<file path="src/rtl/aes_pkg.sv">
// rtl/aes_pkg.sv - shared AES-128 localparams and round controller state encoding
package aes_pkg;

  localparam int AES_NR      = 10;
  localparam int AES_BLOCK_W = 128;
  localparam int AES_KIDX_W  = 4;

  typedef enum logic [1:0] {
    IDLE  = 2'd0,
    ROUND = 2'd1,
    DONE  = 2'd2
  } aesState_t;

endpackage

</file>
<file path="src/rtl/aes_round_ctrl.sv">
// rtl/aes_round_ctrl.sv - iterative AES-128 encryption round sequencer
// Does the initial AddRoundKey, then loops the block NR times through an external round datapath.
module aes_round_ctrl
  import aes_pkg::*;
#(
  parameter int NR        = AES_NR,
  parameter int ROUND_LAT = 2,
  parameter int KIDX_W    = AES_KIDX_W
) (
  input  logic                   clk,
  input  logic                   rst,
  input  logic                   iValid,
  output logic                   oReady,
  input  logic [AES_BLOCK_W-1:0] iBlockIn,
  output logic [KIDX_W-1:0]      oKeyIdx,
  input  logic [AES_BLOCK_W-1:0] iKeyValue,
  output logic [AES_BLOCK_W-1:0] oRoundIn,
  output logic                   oFinal,
  input  logic [AES_BLOCK_W-1:0] iRoundOut,
  output logic                   oValid,
  input  logic                   iReady,
  output logic [AES_BLOCK_W-1:0] oBlockOut,
  output logic                   oBusy
);

  localparam int CNT_W = (ROUND_LAT < 1) ? 1 : $clog2(ROUND_LAT + 1);
  localparam logic [KIDX_W-1:0] LAST_ROUND = KIDX_W'(NR);
  localparam logic [CNT_W-1:0]  CNT_LAST   = CNT_W'(ROUND_LAT);

  aesState_t              rFsm, nFsm;
  logic [AES_BLOCK_W-1:0] rState, nState;
  logic [KIDX_W-1:0]      rRound, nRound;
  logic [CNT_W-1:0]       rCnt, nCnt;

  always_ff @(posedge clk) begin
    if (rst) begin
      rFsm   <= IDLE;
      rState <= '0;
      rRound <= '0;
      rCnt   <= '0;
    end else begin
      rFsm   <= nFsm;
      rState <= nState;
      rRound <= nRound;
      rCnt   <= nCnt;
    end
  end

  always_comb begin
    nFsm   = rFsm;
    nState = rState;
    nRound = rRound;
    nCnt   = rCnt;
    case (rFsm)
      IDLE: begin
        if (iValid) begin
          nState = iBlockIn ^ iKeyValue;
          nRound = KIDX_W'(1);
          nCnt   = '0;
          nFsm   = ROUND;
        end
      end
      ROUND: begin
        // Only the datapath sample at the last count is meaningful.
        if (rCnt == CNT_LAST) begin
          nState = iRoundOut;
          nCnt   = '0;
          if (rRound == LAST_ROUND) begin
            nFsm = DONE;
          end else begin
            nRound = rRound + KIDX_W'(1);
          end
        end else begin
          nCnt = rCnt + CNT_W'(1);
        end
      end
      DONE: begin
        if (iReady) begin
          nFsm = IDLE;
        end
      end
      default: nFsm = IDLE;
    endcase
  end

  // Key index stays at rRound for the whole round so stage 2 always sees the right key.
  assign oReady    = (rFsm == IDLE);
  assign oBusy     = (rFsm != IDLE);
  assign oValid    = (rFsm == DONE);
  assign oKeyIdx   = (rFsm == IDLE) ? '0 : rRound;
  assign oFinal    = (rFsm == ROUND) && (rRound == LAST_ROUND);
  assign oRoundIn  = rState;
  assign oBlockOut = rState;

endmodule

</file>
<file path="config.mk">
export PLATFORM = sky130hd
export DESIGN_NAME = aes_round_ctrl
export DESIGN_NICKNAME = d
export VERILOG_FILES = /design/src/rtl/aes_pkg.sv /design/src/rtl/aes_round_ctrl.sv
export SDC_FILE = /design/constraint.sdc
export NUM_CORES = 1
export LEC_CHECK = 0
export BUFFER_PORTS_ARGS = -buffer_cell sky130_fd_sc_hd__buf_2
export CAP_MARGIN = 40
export CORE_AREA = 8 8 248 250
export DETAILED_ROUTE_END_ITERATION = 16
export DIE_AREA = 0 0 256 258
export HOLD_SLACK_MARGIN = 0.1
export PLACE_DENSITY_LB_ADDON = 0.05
export SKIP_LAST_GASP = 1
export SLEW_MARGIN = 20
export SYNTH_ARGS = -nofsm -noshare
export SYNTH_HDL_FRONTEND = slang
export SYNTH_SLANG_ARGS = --single-unit
</file>
<file path="constraint.sdc">
create_clock -name clk -period 2.3 [get_ports clk]
set_clock_uncertainty 0.2 [all_clocks]
set_input_delay 0.46 -clock clk [delete_from_list [all_inputs] [get_ports clk]]
set_output_delay 0.46 -clock clk [all_outputs]
set_load 0.05 [all_outputs]
</file>
**Yosys cells after proc, flatten, opt, wreduce, memory -nomap -nowiden**

Cells that the tools add are included.

- Flip-flop bits (word level): 136
- Word-level logic and storage cells: 40

- Reduce and logical (&&, ||, !) cells: 8
- Equality and inequality tests: 9
- Bitwise gates (word level): 1
- Add/subtract/negate cells: 2
- Mux-type cells: 16

Operators with widths:

| kind | count |
|---|---|
| 2-to-1 mux 128 bit | 2 |
| case mux 128 bit (2 select lines) | 1 |
| bitwise XOR 128 bit | 1 |
| 2-to-1 mux 4 bit | 4 |
| 2-to-1 mux 2 bit | 6 |
| != test 2 bit, second input constant | 4 |
| case mux 4 bit (2 select lines) | 1 |
| AND reduction 4 bit | 2 |
| case mux 2 bit (3 select lines) | 1 |
| adder 4 x 1 -> 4 bit, second input constant | 1 |
| == test 2 bit, second input constant | 2 |
| == test 4 bit, second input constant | 1 |
| case mux 2 bit (2 select lines) | 1 |
| nonzero test 2 bit | 2 |
| AND reduction 3 bit | 1 |
| adder 2 x 1 -> 2 bit, second input constant | 1 |
| == test 2 x 1 -> 1 bit, second input constant | 1 |
| logical NOT 2 bit | 1 |
| != test 2 x 1 -> 1 bit, second input constant | 1 |
| AND reduction 2 bit | 1 |
| logical AND 1 bit | 1 |

**Longest topological paths before layout**

Gate-level depths: netlist of run 1.

- Depth after elaboration: 4
- Depth in mapped cells: 7
- Gate-level depth less buffers: 5

**Worst setup path before layout of run 1**

No wires, ideal clock.

- Path type: register to output
- Start point: register rFsm[0]
- End point: output oBusy
- Setup slack: -119 ps
- Data required time: 1640 ps
- Arrival time: 1759 ps
- Cell stages (with the launch flop): 4
- Cells stage by stage: dfxtp_1 > buf_6 > nor2_1 > inv_1

- Longest elaborated chain between the ends: 1

RTL lines:

| what | RTL line | RTL |
|---|---|---|
| start, declared | aes_round_ctrl.sv:30 | `aesState_t rFsm, nFsm;` |
| start signal, assigned | aes_round_ctrl.sv:42 | `rFsm <= nFsm;` |
| nonzero test 2 bit | aes_round_ctrl.sv:88 | `assign oBusy = (rFsm != IDLE);` |
| end, declared | aes_round_ctrl.sv:23 | `output logic oBusy` |

Every way passes these cells.

**Final worst setup path of run 1**

- Start point: register rRound[1]
- End point: output oFinal

- Longest elaborated chain between the ends: 2

RTL lines:

| what | RTL line | RTL |
|---|---|---|
| start, declared | aes_round_ctrl.sv:32 | `logic [KIDX_W-1:0] rRound, nRound;` |
| start signal, assigned | aes_round_ctrl.sv:44 | `rRound <= nRound;` |
| == test 4 bit | aes_round_ctrl.sv:91 | `assign oFinal = (rFsm == ROUND) && (rRound == LAST_ROUND);` |
| logical AND 1 bit | aes_round_ctrl.sv:91 |  |
| end, declared | aes_round_ctrl.sv:18 | `output logic oFinal,` |

Every way passes these cells.

==> results of run 1 <==
-- report_power, final --
group | leakage [nW] | internal, mW | switching, mW
Sequential | 1.12 | 2.55 | 0.205
Combinational | 5.34 | 1.09 | 2.37
Clock | 0.272 | 1.62 | 1.11
Total | 6.73 | 5.26 | 3.69
-- worst paths after layout --
path                      start       endpoint  slack (ps)  cells past startpoint
setup reg to reg      rRound[0]        rFsm[1]         330                      6
hold reg to reg   oBlockOut[87]  oBlockOut[87]         300                      2
setup / recovery      rRound[1]         oFinal         130                      4
hold / removal    iRoundOut[40]  oBlockOut[40]         150                      3
-- cell type report --
class	count	area, um^2
sequential	136	2720
antenna	2	5.00
multi-input combinational	684	4930
fill	6412	43500
timing repair buffer	782	4680
clock inverter	2	35.0
clock buffer	29	520
tap	765	957
inverter	5	21.3
-- worst max-delay path, delay by kind of cell, from the launching register on --
| family | cells | cell delay, ps |
|---|---|---|
| flip-flops | 1 | 410 |
| AND/OR/NAND/NOR | 2 | 250 |
| adder cells (fa/ha/maj) | 1 | 200 |
| buffers and inverters | 1 | 170 |
-- cells in the mapped netlist (all sizes together) (3+ instances only) --
master        number
nand2            132
nor2b              3
o32ai            129
nor2             262
buf              166
a21oi              3
dlygate4sd1       12
xor2             128
inv                5
dlymetal6s2s       6
clkbuf            17
dfxtp            136
-- registers in the layout, summed over array words and instances (netlist names) --
| register | flops |
|---|---|
| rFsm | 2 |
| rCnt | 2 |
| oBlockOut | 128 |
| rRound | 4 |
-- repair_timing --
| item | 4_1_cts | 5_1_grt |
|---|---|---|
| pin swaps | 0 | 1 |
| setup buffers | 0 | 1 |
| setup endpoints to repair | 6 | 1 |
| endpoints found under the hold margin | 91 | 0 |
| gates resized for setup | 3 | 3 |
| cloned | 0 | 0 |
| hold buffers | 97 | 0 |
-- per-layer routing --
layer / track usage [%] / part of all wire (%) / up-vias
met5: 0 / 0.11 / -
met4: 2.89 / 0.85 / 8
met3: 4.53 / 5.7 / 27
met2: 25.4 / 53 / 323
met1: 15.9 / 41 / 4314
li1: - / - / 4532
-- stage by stage --
step           power [mW]  cells  worst slack, ps  hold WS (ps)
3_3_place_gp         6.20   2274              122           290
3_5_place_dp         6.18   2274              108           287
2_1_floorplan        5.29   1026              162           263
6_report             8.95   2405              129           153
4_1_cts              9.21   2402            -34.1           100
5_1_grt              9.44   2404           0.0417           122
-- cells by family (layout without fill, tap and decap cells) --
| kind of cell | after synthesis | count (layout) | synth area share, % |
|---|---|---|---|
| other | 0 | 2 | 0 |
| muxes | 1 | 1 | 0.108 |
| and+or+nand+nor | 414 | 414 | 17.6 |
| adders and majority gates | 2 | 2 | 0.269 |
| xor gates and xnor gates | 128 | 128 | 12.1 |
| buffers and inverters | 206 | 818 | 18.0 |
| AOI/OAI and AO/OA | 139 | 139 | 22.7 |
| DFF | 136 | 136 | 29.3 |
==> key figures, run 1 <==
Critical path
  • CP max stage cell: dfxtp_1
  • CP Data Required Time: 1640 ps
  • CP Data Arrival Time: 1510 ps
  • Kind of critical path: reg -> out
  • CP Cell Sequence: ha_1 > nand3b_1 > nor2_2 > buf_6
  • Max stage delay on crit path: 410 ps
  • CP endpoint kind: output port
  • CP Launch Type: flop
  • Worst-path maximum fanout: 5

Routing
  • DR iter-0 viols: 327
  • Pre-Repair DR Iteration Count: 4
  • Residual DRC count: 0
  • Final WL: 47300 um
  • Via count: 9204
  • Final ANT Viol Nets: 0
  • Via density: 3.83
  • WL/cell: 19.7 um

Final layout
  • Share of post-route cells with drive strength above 1: 51.3%
  • Most frequent cells in the layout: 649 x buf_2, 260 x nor2_1, 136 x dfxtp_1
  • P&R area growth vs syn: 49.3%
  • Fin util: 24.2%
  • Final Cell Area: 13900 um^2
  • Commonest non-fill, non-tap cell in the layout: buf_2
  • Nets: 2016

Global routing
  • Pin count of the biggest net entering global routing: 61
  • Initial antenna violation count: 6
  • Global-route wire length before repair: 69800 um
  • All-Layer GR Usage: 14.0%
  • Total grt overflow: 0
  • Vias in the first global route: 10300

Floorplan
  • Num rows: 88
  • Initial Util: 16.2%
  • Die area: 66000 um^2
  • Core Area: 57400 um^2
  • Die H: 258 um
  • I/O pin count: 652
  • Die Wd: 256 um

CTS
  • CTS Buf Count: 17
  • Clock tree root buffer cell: clkbuf_16
  • Worst-Skew Late Latency: 470 ps
  • Clk slew on worst S/H paths: 60 ps
  • Clock Path Buffers: 2
  • CTS H-Tree Depth: 4
  • CTS sink count: 136
  • Clock tree from TritonCTS: yes

Synthesis
  • Sequential fraction of the synthesis area: 29.3%
  • Synth Flop Type: dfxtp_1
  • Largest cells by area after synthesis: dfxtp_1 29%, o32ai_2 21%, xor2_1 12%
  • Post-synthesis cell count: 1026
  • Asr flop ratio synth: 0%
  • Area leader, netlist: dfxtp_1
  • Cell Area, Synth: 9290 um^2
  • Syn nets: 1416
  • Number of flops mapped to enable cells by yosys: 0
  • Yosys cell types: 40
  • Top cell type's share of synthesized area: 29.3%
  • Synth Warn #: 0
  • Syn avg cell area: 9.05 um^2
  • Yosys reg bits: 136

Status
  • Status: completed

Timing
  • Total negative slack: 0 ps
  • Clock period minus worst slack: 2170 ps
  • RSZ-0062 raised after global routing: false
  • Period utilization: 94.4%
  • Hold Violations, Final: 0
  • Final setup fails: 0
  • Worst-Margin Slew: 406 ps
  • Slew HR: 72.8%
  • Max Slew Vio Count: 0
  • Fmax: 0.461 GHz

Flow run
  • Maxcap violations: 0

Place
  • Placer congestion estimate: 0.698
  • Hpwl dp: 38000 um
  • PortBufs: 651
  • Area after DPL: 12300 um^2

Pwr
  • Leakage: 6.73 nW
  • Power Density: 645 nW/um^2
  • Maximum vdd drop: 580 uV

Hold path
  • Worst Hold Class: in -> reg
Note: power is estimated with default switching activity, not from simulation.
==> run 2, diff against run 1 <==
--- a/config.mk
+++ b/config.mk
@@ -17,3 +17,4 @@
 export SYNTH_ARGS = -nofsm -noshare
 export SYNTH_HDL_FRONTEND = slang
 export SYNTH_SLANG_ARGS = --single-unit
+export TNS_END_PERCENT = 10
==> constraint.sdc (replaced) <==
create_clock -name clk -period 2.3 [get_ports clk]
set_clock_uncertainty 0.2 [all_clocks]
set_input_delay 0.345 -clock clk [delete_from_list [all_inputs] [get_ports clk]]
set_output_delay 0.345 -clock clk [all_outputs]
set_load 0.05 [all_outputs]
==> run 2 against run 1 <==
Compared with the run above:
- cell count grew 11%
- core utilization increased by 4.8 points
- global-route usage increased by 0.18 points
- highest routed layer unchanged
- sequential power is essentially flat
- die area stayed put
- worst setup slack worse by 70 ps
- routed wire length rose by 2.8%
- via count rose by 13%
- worst hold slack improved by 2.8 ps
==> key figures, run 2 (same netlist as run 1, synthesis figures left out) <==
Hold path
  • Worst Hold Class: in -> reg (unchanged)

Pwr
  • Int Power: 5.71 mW (was 5.26 mW)
  • Power Density: 576 nW/um^2 (was 645 nW/um^2)
  • Net Sw Power: 3.87 mW (was 3.69 mW)
  • Comb power frac: 41.4% (was 38.6%)
  • Switching part of the total power: 40.4% (was 41.2%)
  • Maximum vdd drop: 570 uV (was 580 uV)
  • Flop pwr share: 28.8% (was 30.8%)
  • Leakage: 7.87 nW (was 6.73 nW)
  • Clk pwr share: 29.8% (was 30.6%)
  • Total power: 9.58 mW (was 8.95 mW)

Global routing
  • Vias in the first global route: 11500 (was 10300)
  • Initial antenna violation count: 3 (was 6)
  • All-Layer GR Usage: 14.2% (was 14.0%)
  • Global-route wire length before repair: 72700 um (was 69800 um)
  • Total grt overflow: 0 (unchanged)
  • Pin count of the biggest net entering global routing: 78 (was 61)

CTS
  • Clock Path Buffers: 2 (unchanged)
  • Clock tree from TritonCTS: yes (unchanged)
  • Worst-Skew Late Latency: 470 ps (about the same)
  • CTS sink count: 136 (unchanged)
  • CTS Buf Count: 17 (unchanged)
  • Clock tree root buffer cell: clkbuf_16 (unchanged)
  • Clk slew on worst S/H paths: 60 ps (about the same)
  • CTS H-Tree Depth: 4 (unchanged)

Critical path
  • CP max stage cell: dlygate4sd3_1 (was dfxtp_1)
  • Max stage delay on crit path: 570 ps (was 410 ps)
  • CP Cell Sequence: dlygate4sd3_1 > buf_2 > buf_4 > inv_4 > buf_16 > nand2_1 > o32ai_2 > dlygate4sd3_1 (was ha_1 > nand3b_1 > nor2_2 > buf_6)
  • CP Data Required Time: 2520 ps (was 1640 ps)
  • CP Data Arrival Time: 2460 ps (was 1510 ps)
  • CP Launch Type: primary input (was flop)
  • Kind of critical path: in -> reg (was reg -> out)
  • CP dominant cell by count: dlygate4sd3_1
  • CP endpoint kind: flop (was output port)
  • Critical path buffers and inverters: 6 (was 1)
  • Cell family with most CP delay: buffers and inverters (was flip-flops)
  • Worst-path maximum fanout: 77 (was 5)

Floorplan
  • Die Wd: 256 um (unchanged)
  • I/O pin count: 652 (unchanged)
  • Initial Util: 16.2% (unchanged)
  • Die H: 258 um (unchanged)
  • Core Area: 57400 um^2 (unchanged)
  • Die area: 66000 um^2 (unchanged)
  • Num rows: 88 (unchanged)

Final layout
  • Filler Cell Count: 6308 (was 6412)
  • Commonest non-fill, non-tap cell in the layout: buf_2 (unchanged)
  • Nets: 2287 (was 2016)
  • Most frequent cells in the layout: 650 x buf_2, 378 x dlygate4sd3_1, 261 x nor2_1 (was 649 x buf_2, 260 x nor2_1, 136 x dfxtp_1)
  • Fin util: 29.0% (was 24.2%)
  • Max FFs per register: 128 (unchanged)
  • Final Cell Area: 16600 um^2 (was 13900 um^2)
  • P&R area growth vs syn: 78.9% (was 49.3%)
  • Share of post-route cells with drive strength above 1: 43.8% (was 51.3%)
  • Layout Cells excl Fill: 2676 (was 2405)
  • Area used by multi-input combinational logic: 4920 um^2 (was 4930 um^2)
  • FF+latch area: 2720 um^2 (unchanged)

Timing
  • Final setup fails: 0 (unchanged)
  • Fmax: 0.446 GHz (was 0.461 GHz)
  • Period utilization: 97.4% (was 94.4%)
  • Worst-Margin Slew: 427 ps (was 406 ps)
  • Slew HR: 71.5% (was 72.8%)
  • Hold Violations, Final: 0 (unchanged)
  • Total negative slack: 0 ps (unchanged)
  • Clock period minus worst slack: 2240 ps (was 2170 ps)
  • RSZ-0062 raised after global routing: true (was false)
  • Max Slew Vio Count: 0 (unchanged)

Routing
  • Residual DRC count: 0 (unchanged)
  • Pre-Repair DR Iteration Count: 4 (unchanged)
  • Final WL: 48700 um (was 47300 um)
  • WL/cell: 18.2 um (was 19.7 um)
  • DR iter-0 viols: 358 (was 327)
  • Via count: 10400 (was 9204)
  • Via density: 3.87 (was 3.83)
  • Final ANT Viol Nets: 0 (unchanged)

Place
  • PortBufs: 651 (unchanged)
  • Area after DPL: 12200 um^2 (was 12300 um^2)
  • Hpwl dp: 37600 um (was 38000 um)
  • Dpl cells: 2262 (was 2274)
  • Placer congestion estimate: 0.715 (was 0.698)

Status
  • Status: completed (unchanged)

Flow run
  • Maxcap violations: 0 (unchanged)
==> run 2: changes by cell type in the layout (fill, tap and decap cells not counted), sizes merged <==
| cell | previous run | this run |
|---|---|---|
| dlygate4sd3 | 97 | 378 |
| buf | 685 | 674 |
| clkbuf | 29 | 21 |
| clkinv | 1 | 6 |
| clkinvlp | 0 | 3 |
| bufinv | 1 | 2 |
| diode | 2 | 1 |
| inv | 5 | 6 |
==> run 2: path summary, 6_finish.rpt <==
path	from	to	slack, ps	cells after the start
hold reg to reg	oBlockOut[87]	oBlockOut[87]	300	2
setup / recovery	rst	oBlockOut[75]	60	8
setup reg to reg	rFsm[1]	oBlockOut[78]	120	6
hold / removal	iBlockIn[7]	oBlockOut[7]	160	4
==> run 2: layout make-up <==
class / instances / share of cell area [%]
antenna: 1 / 0.0151
clock buffer: 20 / 2.75
clock inverter: 12 / 0.753
inverter: 5 / 0.128
multi-input combinational: 684 / 29.6
sequential: 136 / 16.4
tap: 765 / 5.76
timing repair buffer: 1053 / 44.6
==> run 2: repair_timing <==
action                     in CTS  in global routing
hold endpoints to repair      134                  0
gates resized for setup         0                  2
setup endpoints to repair       0                  9
hold buffers                  378                  0
setup buffers                   0                  3
==> run 2: power by group through the flow <==
| stage | clock network (mW) | registers (mW) | logic, mW |
|---|---|---|---|
| after floorplan | 0 | 3.38 | 1.91 |
| after global placement | 0 | 2.81 | 3.35 |
| after detailed placement | 0 | 2.82 | 3.34 |
| after CTS | 3.05 | 2.77 | 4.03 |
| after global routing | 3.10 | 2.78 | 4.20 |
| final | 2.85 | 2.76 | 3.97 |
==> run 2: through the flow <==
step / worst slack [ps] / hold WS, ps
finish: 58.9 / 156
global route: -22.8 / 154
floorplan: 277 / 263
global placement: 138 / 291
detailed placement: 110 / 296
CTS: 4.34 / 102
==> run 2: worst reg2reg max path, stage by stage, from the launching register on <==
cell           delay (ps)
dfxtp_1               400
buf_4                 160
nand2b_4              160
buf_12                250
nor2_1                130
o32ai_2               240
dlygate4sd3_1         580
==> run 2: routing by layer <==
metal	global-route usage (%)	wire length (um)	vias up
li1	-	-	5078
met1	15.9	19800	4883
met2	25.8	25600	344
met3	3.94	2500	51
met4	4.22	845	2
met5	0	9	-
